## config.mk

```make
export PLATFORM = sky130hd
export DESIGN_NAME = regfile_gen_flat
export DESIGN_NICKNAME = d
export VERILOG_FILES = /design/src/rtl/regfile_gen_pkg.sv /design/src/rtl/regfile_gen_if.sv /design/src/rtl/regfile_gen.sv /design/src/flat_wrapper.sv
export SDC_FILE = /design/constraint.sdc
export NUM_CORES = 2
export LEC_CHECK = 0
export BUFFER_PORTS_ARGS = -buffer_cell sky130_fd_sc_hd__buf_2
export CAP_MARGIN = 0
export CORE_MARGIN = 3
export CORE_UTILIZATION = 38
export CTS_CLUSTER_DIAMETER = 100
export DETAILED_ROUTE_END_ITERATION = 6
export HOLD_SLACK_MARGIN = 0.02
export PLACE_DENSITY = 0.53
export SLEW_MARGIN = 0
export SYNTH_ARGS = -nofsm -noshare
export SYNTH_HDL_FRONTEND = slang
export SYNTH_SLANG_ARGS = --single-unit
```

## constraint.sdc

```tcl
create_clock -name clk -period 4.1 [get_ports clk]
set_clock_uncertainty 0.05 [all_clocks]
set_input_delay 0.205 -clock clk [delete_from_list [all_inputs] [get_ports clk]]
set_output_delay 0.205 -clock clk [all_outputs]
set_load 0.1 [all_outputs]
```

## src/rtl/regfile_gen_pkg.sv

```systemverilog
// Shared CPU package: register-file state encoding, default widths and byte-merge helper.
package regfile_gen_pkg;

    localparam int unsigned DATA_W_DEF = 32;
    localparam int unsigned ADDR_W_DEF = 5;

    // Widest register the merge helper supports; callers zero-extend and truncate.
    localparam int unsigned MERGE_W    = 512;
    localparam int unsigned MERGE_BE_W = MERGE_W / 8;

    typedef enum logic {
        CLEAR = 1'b0,
        READY = 1'b1
    } state_t;

    // Replace the bytes of old_val whose enable bit is set with the matching bytes of new_val.
    function automatic logic [MERGE_W-1:0] merge_bytes(
        input logic [MERGE_W-1:0]    old_val,
        input logic [MERGE_W-1:0]    new_val,
        input logic [MERGE_BE_W-1:0] be
    );
        logic [MERGE_W-1:0] res;
        res = old_val;
        for (int i = 0; i < int'(MERGE_BE_W); i++) begin
            if (be[i]) begin
                res[i*8 +: 8] = new_val[i*8 +: 8];
            end
        end
        return res;
    endfunction

endpackage

```

## src/rtl/regfile_gen_if.sv

```systemverilog
// Register-file bus: two read ports, one byte-enabled write port, debug port and status.
interface regfile_gen_if
    import regfile_gen_pkg::*;
#(
    parameter int unsigned DATA_W = DATA_W_DEF,
    parameter int unsigned ADDR_W = ADDR_W_DEF
);

    logic                  rd_en;
    logic [ADDR_W-1:0]     ra_addr;
    logic [ADDR_W-1:0]     rb_addr;
    logic [DATA_W-1:0]     ra_data;
    logic [DATA_W-1:0]     rb_data;
    logic                  rd_valid;

    logic                  wr_en;
    logic [ADDR_W-1:0]     wr_addr;
    logic [DATA_W-1:0]     wr_data;
    logic [DATA_W/8-1:0]   wr_be;

    logic [ADDR_W-1:0]     dbg_addr;
    logic [DATA_W-1:0]     dbg_data;

    logic                  busy;
    logic                  wr_drop;

    modport master (
        output rd_en, ra_addr, rb_addr, wr_en, wr_addr, wr_data, wr_be, dbg_addr,
        input  ra_data, rb_data, rd_valid, dbg_data, busy, wr_drop
    );

    modport slave (
        input  rd_en, ra_addr, rb_addr, wr_en, wr_addr, wr_data, wr_be, dbg_addr,
        output ra_data, rb_data, rd_valid, dbg_data, busy, wr_drop
    );

endinterface

```

## src/rtl/regfile_gen.sv

```systemverilog
// Two-read / one-write register file with write bypass, debug port and a zeroing sweep
// after reset. Storage has no reset so it can map onto RAM.
module regfile_gen
    import regfile_gen_pkg::*;
#(
    parameter int unsigned DATA_W   = DATA_W_DEF,
    parameter int unsigned ADDR_W   = ADDR_W_DEF,
    parameter bit          ZERO_REG = 1'b1
) (
    input  logic           clk,
    input  logic           rst,
    regfile_gen_if.slave   bus
);

    localparam int unsigned DEPTH = 2 ** ADDR_W;

    logic [DATA_W-1:0] mem [DEPTH];

    state_t            state_q;
    logic [ADDR_W-1:0] idx_q;
    logic [DATA_W-1:0] ra_data_q;
    logic [DATA_W-1:0] rb_data_q;
    logic [DATA_W-1:0] dbg_data_q;
    logic              rd_valid_q;
    logic              busy_q;
    logic              wr_drop_q;

    logic              wr_accept;
    logic [DATA_W-1:0] wr_merged;
    logic [DATA_W-1:0] ra_next;
    logic [DATA_W-1:0] rb_next;
    logic              mem_we;
    logic [ADDR_W-1:0] mem_waddr;
    logic [DATA_W-1:0] mem_wdata;

    // Write acceptance, byte merge and bypassed read values.
    always_comb begin
        wr_accept = !rst && (state_q == READY) && bus.wr_en &&
                    !(ZERO_REG && (bus.wr_addr == '0));
        wr_merged = DATA_W'(merge_bytes(MERGE_W'(mem[bus.wr_addr]), MERGE_W'(bus.wr_data),
                                        MERGE_BE_W'(bus.wr_be)));

        // A hit on the write address means mem[ra] is the write's old value, so the
        // already-merged word is exactly the bypass result.
        if (ZERO_REG && (bus.ra_addr == '0)) begin
            ra_next = '0;
        end else if (wr_accept && (bus.wr_addr == bus.ra_addr)) begin
            ra_next = wr_merged;
        end else begin
            ra_next = mem[bus.ra_addr];
        end

        if (ZERO_REG && (bus.rb_addr == '0)) begin
            rb_next = '0;
        end else if (wr_accept && (bus.wr_addr == bus.rb_addr)) begin
            rb_next = wr_merged;
        end else begin
            rb_next = mem[bus.rb_addr];
        end
    end

    // Storage write mux: sweep zeroing in CLEAR, accepted writes in READY.
    always_comb begin
        mem_we    = 1'b0;
        mem_waddr = bus.wr_addr;
        mem_wdata = wr_merged;
        if (!rst) begin
            if (state_q == CLEAR) begin
                mem_we    = 1'b1;
                mem_waddr = idx_q;
                mem_wdata = '0;
            end else begin
                mem_we    = wr_accept;
            end
        end
    end

    // Storage array, deliberately without reset.
    always_ff @(posedge clk) begin
        if (mem_we) begin
            mem[mem_waddr] <= mem_wdata;
        end
    end

    // Sweep/ready FSM with registered read, debug and status outputs.
    always_ff @(posedge clk) begin
        if (rst) begin
            state_q    <= CLEAR;
            idx_q      <= '0;
            ra_data_q  <= '0;
            rb_data_q  <= '0;
            dbg_data_q <= '0;
            rd_valid_q <= 1'b0;
            busy_q     <= 1'b1;
            wr_drop_q  <= 1'b0;
        end else begin
            dbg_data_q <= mem[bus.dbg_addr];
            unique case (state_q)
                CLEAR: begin
                    rd_valid_q <= 1'b0;
                    if (bus.wr_en) begin
                        wr_drop_q <= 1'b1;
                    end
                    idx_q <= idx_q + ADDR_W'(1);
                    if (&idx_q) begin
                        state_q <= READY;
                        busy_q  <= 1'b0;
                    end
                end
                READY: begin
                    rd_valid_q <= bus.rd_en;
                    if (bus.rd_en) begin
                        ra_data_q <= ra_next;
                        rb_data_q <= rb_next;
                    end
                end
                default: begin
                    state_q <= CLEAR;
                end
            endcase
        end
    end

    assign bus.ra_data  = ra_data_q;
    assign bus.rb_data  = rb_data_q;
    assign bus.rd_valid = rd_valid_q;
    assign bus.dbg_data = dbg_data_q;
    assign bus.busy     = busy_q;
    assign bus.wr_drop  = wr_drop_q;

endmodule

```

## src/flat_wrapper.sv

```systemverilog
// flat-port wrapper written by rule: the top's interface ports become plain ports
module regfile_gen_flat import regfile_gen_pkg::*;
#(
    parameter int unsigned DATA_W   = DATA_W_DEF,
    parameter int unsigned ADDR_W   = ADDR_W_DEF,
    parameter bit          ZERO_REG = 1'b1
)
  (clk, rst, bus_rd_en, bus_ra_addr, bus_rb_addr, bus_wr_en, bus_wr_addr, bus_wr_data, bus_wr_be, bus_dbg_addr, bus_ra_data, bus_rb_data, bus_rd_valid, bus_dbg_data, bus_busy, bus_wr_drop);
  regfile_gen_if #(.DATA_W(DATA_W), .ADDR_W(ADDR_W)) bus_i ();
  input  logic clk;
  input  logic rst;
  input wire logic [$bits(bus_i.rd_en)-1:0] bus_rd_en;
  input wire logic [$bits(bus_i.ra_addr)-1:0] bus_ra_addr;
  input wire logic [$bits(bus_i.rb_addr)-1:0] bus_rb_addr;
  input wire logic [$bits(bus_i.wr_en)-1:0] bus_wr_en;
  input wire logic [$bits(bus_i.wr_addr)-1:0] bus_wr_addr;
  input wire logic [$bits(bus_i.wr_data)-1:0] bus_wr_data;
  input wire logic [$bits(bus_i.wr_be)-1:0] bus_wr_be;
  input wire logic [$bits(bus_i.dbg_addr)-1:0] bus_dbg_addr;
  output wire logic [$bits(bus_i.ra_data)-1:0] bus_ra_data;
  output wire logic [$bits(bus_i.rb_data)-1:0] bus_rb_data;
  output wire logic [$bits(bus_i.rd_valid)-1:0] bus_rd_valid;
  output wire logic [$bits(bus_i.dbg_data)-1:0] bus_dbg_data;
  output wire logic [$bits(bus_i.busy)-1:0] bus_busy;
  output wire logic [$bits(bus_i.wr_drop)-1:0] bus_wr_drop;
  assign bus_i.rd_en = bus_rd_en;
  assign bus_i.ra_addr = bus_ra_addr;
  assign bus_i.rb_addr = bus_rb_addr;
  assign bus_i.wr_en = bus_wr_en;
  assign bus_i.wr_addr = bus_wr_addr;
  assign bus_i.wr_data = bus_wr_data;
  assign bus_i.wr_be = bus_wr_be;
  assign bus_i.dbg_addr = bus_dbg_addr;
  assign bus_ra_data = bus_i.ra_data;
  assign bus_rb_data = bus_i.rb_data;
  assign bus_rd_valid = bus_i.rd_valid;
  assign bus_dbg_data = bus_i.dbg_data;
  assign bus_busy = bus_i.busy;
  assign bus_wr_drop = bus_i.wr_drop;
  regfile_gen #(.DATA_W(DATA_W), .ADDR_W(ADDR_W), .ZERO_REG(ZERO_REG)) u_core (.clk(clk), .rst(rst), .bus(bus_i));
endmodule
```

==> results by group <==
Global route
  – Initial antenna violation count: 11
  – First-pass GRT wire length: 397 mm
  – Largest net degree at the start of global routing: 70
  – Remaining Overflow, GRT: 0
  – Vias in the first global route: 47.3k
  – Overall routing resource usage: 31.4%

STA
  – Setup WS post-layout: 0.726 ns
  – RSZ-0062 raised after global routing: no
  – Setup tns final: 0 ns
  – Final hold vios: 0
  – Tcrit/Tclk final: 82.3%
  – Final setup viols: 0
  – Worst-margin pin slew: 1.31 ns
  – Worst rel slew slack: between 10% and 20%
  – Slew Limit Fails: 0
  – Tmin final: 3.37 ns
  – F_max: 296 MHz

Floorplan
  – Num ports: 159
  – DIE AREA: around 180000 um2
  – Num rows: 153
  – Die width: 427 um
  – Total core area: 175000 um2
  – Initial core utilization: 38.5%
  – Die H: 427 um

Clock tree
  – CTS buffer count: 135
  – Number of H-tree levels: 4
  – CTS tree: yes
  – Worst skew pair latency: 0.81 ns
  – Post-CTS setup buffers: 0
  – Clk pin slew, worst setup/hold paths: roughly 0.060 ns
  – Root buf cell: clkbuf_16
  – Max clock buf depth: 3
  – Num Clock Sinks: around 1.1k

Job
  – Max-Cap Viols: 0

Routing
  – First drt pass iteration count: 5
  – Residual DRC: 0
  – Drt wl/cell: approximately 43 um
  – Via count: 49.0k
  – Drt total wl: 290 mm
  – Starting DRT DRC Count: 7329
  – Post-DRT Antenna Nets: 0
  – Vias/cell: just over 7

Worst setup path
  – Crit path launch type: register
  – Slowest CP cell: nand3_2
  – Data arrival time of the critical path: 4.06 ns
  – Worst-path fanout max: 12
  – Critical Path Sink Type: register
  – Setup CP Type: reg2reg
  – Critical Path Max Stage Delay: 0.68 ns
  – Critical Path RT: 4.78 ns
  – Cell breakdown of the critical path: and3b_1, o21ai_2, nor4_1, nand3_2, buf_4, mux2i_1, a22o_1

Pwr
  – Pleak: 26.6 nW
  – Power Density: 385 nW/um2
  – Tot Pwr: a little under 30 mW
  – VDD IR-drop max: 0.000484 V

Synthesis
  – Mapped Avg Cell Area: 16.1 um2
  – Post-synth EDFFs: roughly 1.0k
  – Area contributors post-synth: edfxtp_1 (46%), mux4_2 (26%), mux2i_1 (10%)
  – Synthesized instance count: 4189
  – Register area share after synthesis: 48.8%
  – Most used DFF post-synth: edfxtp_1
  – Mapped Area: approximately 67000 um2
  – Seq cells post-synth: 1129
  – Count of cell types in the netlist: 56
  – Yosys top cell area share: 45.7%
  – Yosys warning count: 0
  – Syn_nets: ~4.3k
  – Ys async rst share: 0%
  – Area leader, netlist: edfxtp_1

Final layout
  – Fin cells: 6821
  – Most frequent cells in the layout: edfxtp_1 (1024), mux4_2 (769), mux2i_1 (681)
  – Area Growth Syn to Fin: 14.7%
  – # nets final: 4437
  – Commonest non-fill, non-tap cell in the layout: edfxtp_1
  – Share of post-route cells with drive strength above 1: 34.1%

Placed design
  – Routability congestion estimate: 0.875
  – DP HPWL: 177 mm
  – DP Worst Slack: approximately 0.66 ns
  – Placed insts: about 6.5k
  – Input/output buffers: 158

Worst hold path
  – Min-delay worst type: in2reg

Run status
  – Run status: finished clean
==> stage by stage <==
stage | util (%) | area [um2] | hold WS, ns
3_3_place_gp | 41.3 | 72300 | 0.398
6_report | 44.1 | 77200 | 0.0609
5_1_grt | 44.1 | 77200 | 0.0594
3_5_place_dp | 41.3 | 72300 | 0.400
2_1_floorplan | - | 67300 | 0.300
4_1_cts | 44.1 | 77200 | 0.0234
==> final timing paths <==
path	startpoint	end	slack, ns	cells past startpoint
setup / recovery	u_core.state_q	u_core.bus.ra_data[4]	0.73	7
hold / removal	bus_wr_data[7]	u_core.bus.rb_data[7]	0.06	5
hold reg to reg	u_core.bus.wr_drop	u_core.bus.wr_drop	0.42	2
setup reg to reg	u_core.state_q	u_core.bus.ra_data[4]	0.73	7
==> per-layer routing <==
metal / wire length (um) / GRT usage (%) / vias up
met1: 109000 / 41.7 / 25882
met2: 133000 / 48.1 / 3697
met4: 17900 / 17.6 / 0
met3: 30200 / 6.69 / 769
li1: - / - / 18625
met5: 0 / 0 / -
==> registers in the layout, indices dropped and copies added, names as in the netlist <==
register,cells
u_core.bus.rd_valid,1
u_core.idx_q,5
u_core.bus.wr_drop,1
u_core.bus.busy,1
u_core.bus.rb_data,32
u_core.state_q,1
u_core.bus.ra_data,32
u_core.mem,1024
u_core.bus.dbg_data,32
==> power by group <==
| part | internal (mW) | total (mW) | switching, mW | leakage, nW |
|---|---|---|---|---|
| clock network | 7.34 | 12.4 | 5.09 | 2.23 |
| logic | 1.65 | 4.37 | 2.72 | 14.1 |
| registers | 12.8 | 12.9 | 0.0913 | 10.2 |
==> synthesized netlist by cell type, drive strengths merged, types with 71 or more instances <==
master,number
clkbuf,215
a22o,199
o22ai,224
edfxtp,1024
mux4,769
nand2,92
dfxtp,105
a221oi,131
buf,222
o21ai,87
a211oi,71
mux2i,681
nor2,113
==> worst max-delay path, delay by kind of cell (launching register included) <==
| kind | cells | cell delay (ns) |
|---|---|---|
| multiplexers | 1 | 0.38 |
| flip-flops | 1 | 0.59 |
| AO/OA/AOI/OAI | 2 | 0.29 |
| AND/OR/NAND/NOR | 3 | 1.42 |
| buffers and inverters | 1 | 0.51 |
==> layout make-up <==
type	instances	area, um2
clock buffers	184	3870
well taps	2325	2910
diodes	8	20.0
fillers	15370	97800
clock inverters	66	683
repair buffers	486	4250
flip-flops and latches	1129	32900
multi-input cells	2621	32600
inverters	2	7.51
==> cells by family (layout without fill, tap and decap cells) <==
logic type               count (synthesis)  after routing  synth area share, %
AO/OA/AOI/OAI                          865            865                 9.68
XOR/XNOR                                13             13                0.169
adder cells (fa/ha/maj)                  2              2               0.0372
buffers and inverters                  439            738                 3.39
flip-flops                            1129           1129                 48.8
multiplexers                          1460           1460                 36.0
other                                    0              8                    0
AND/OR/NAND/NOR                        281            281                 1.87
==> repair_timing <==
action / 4_1_cts / 5_1_grt
resized for setup: 0 / 0
hold endpoints to repair: 40 / 0
endpoints found under the setup margin: 0 / 0
hold buffers: 26 / 0
No activity file was read; power rests on OpenSTA's default activity.
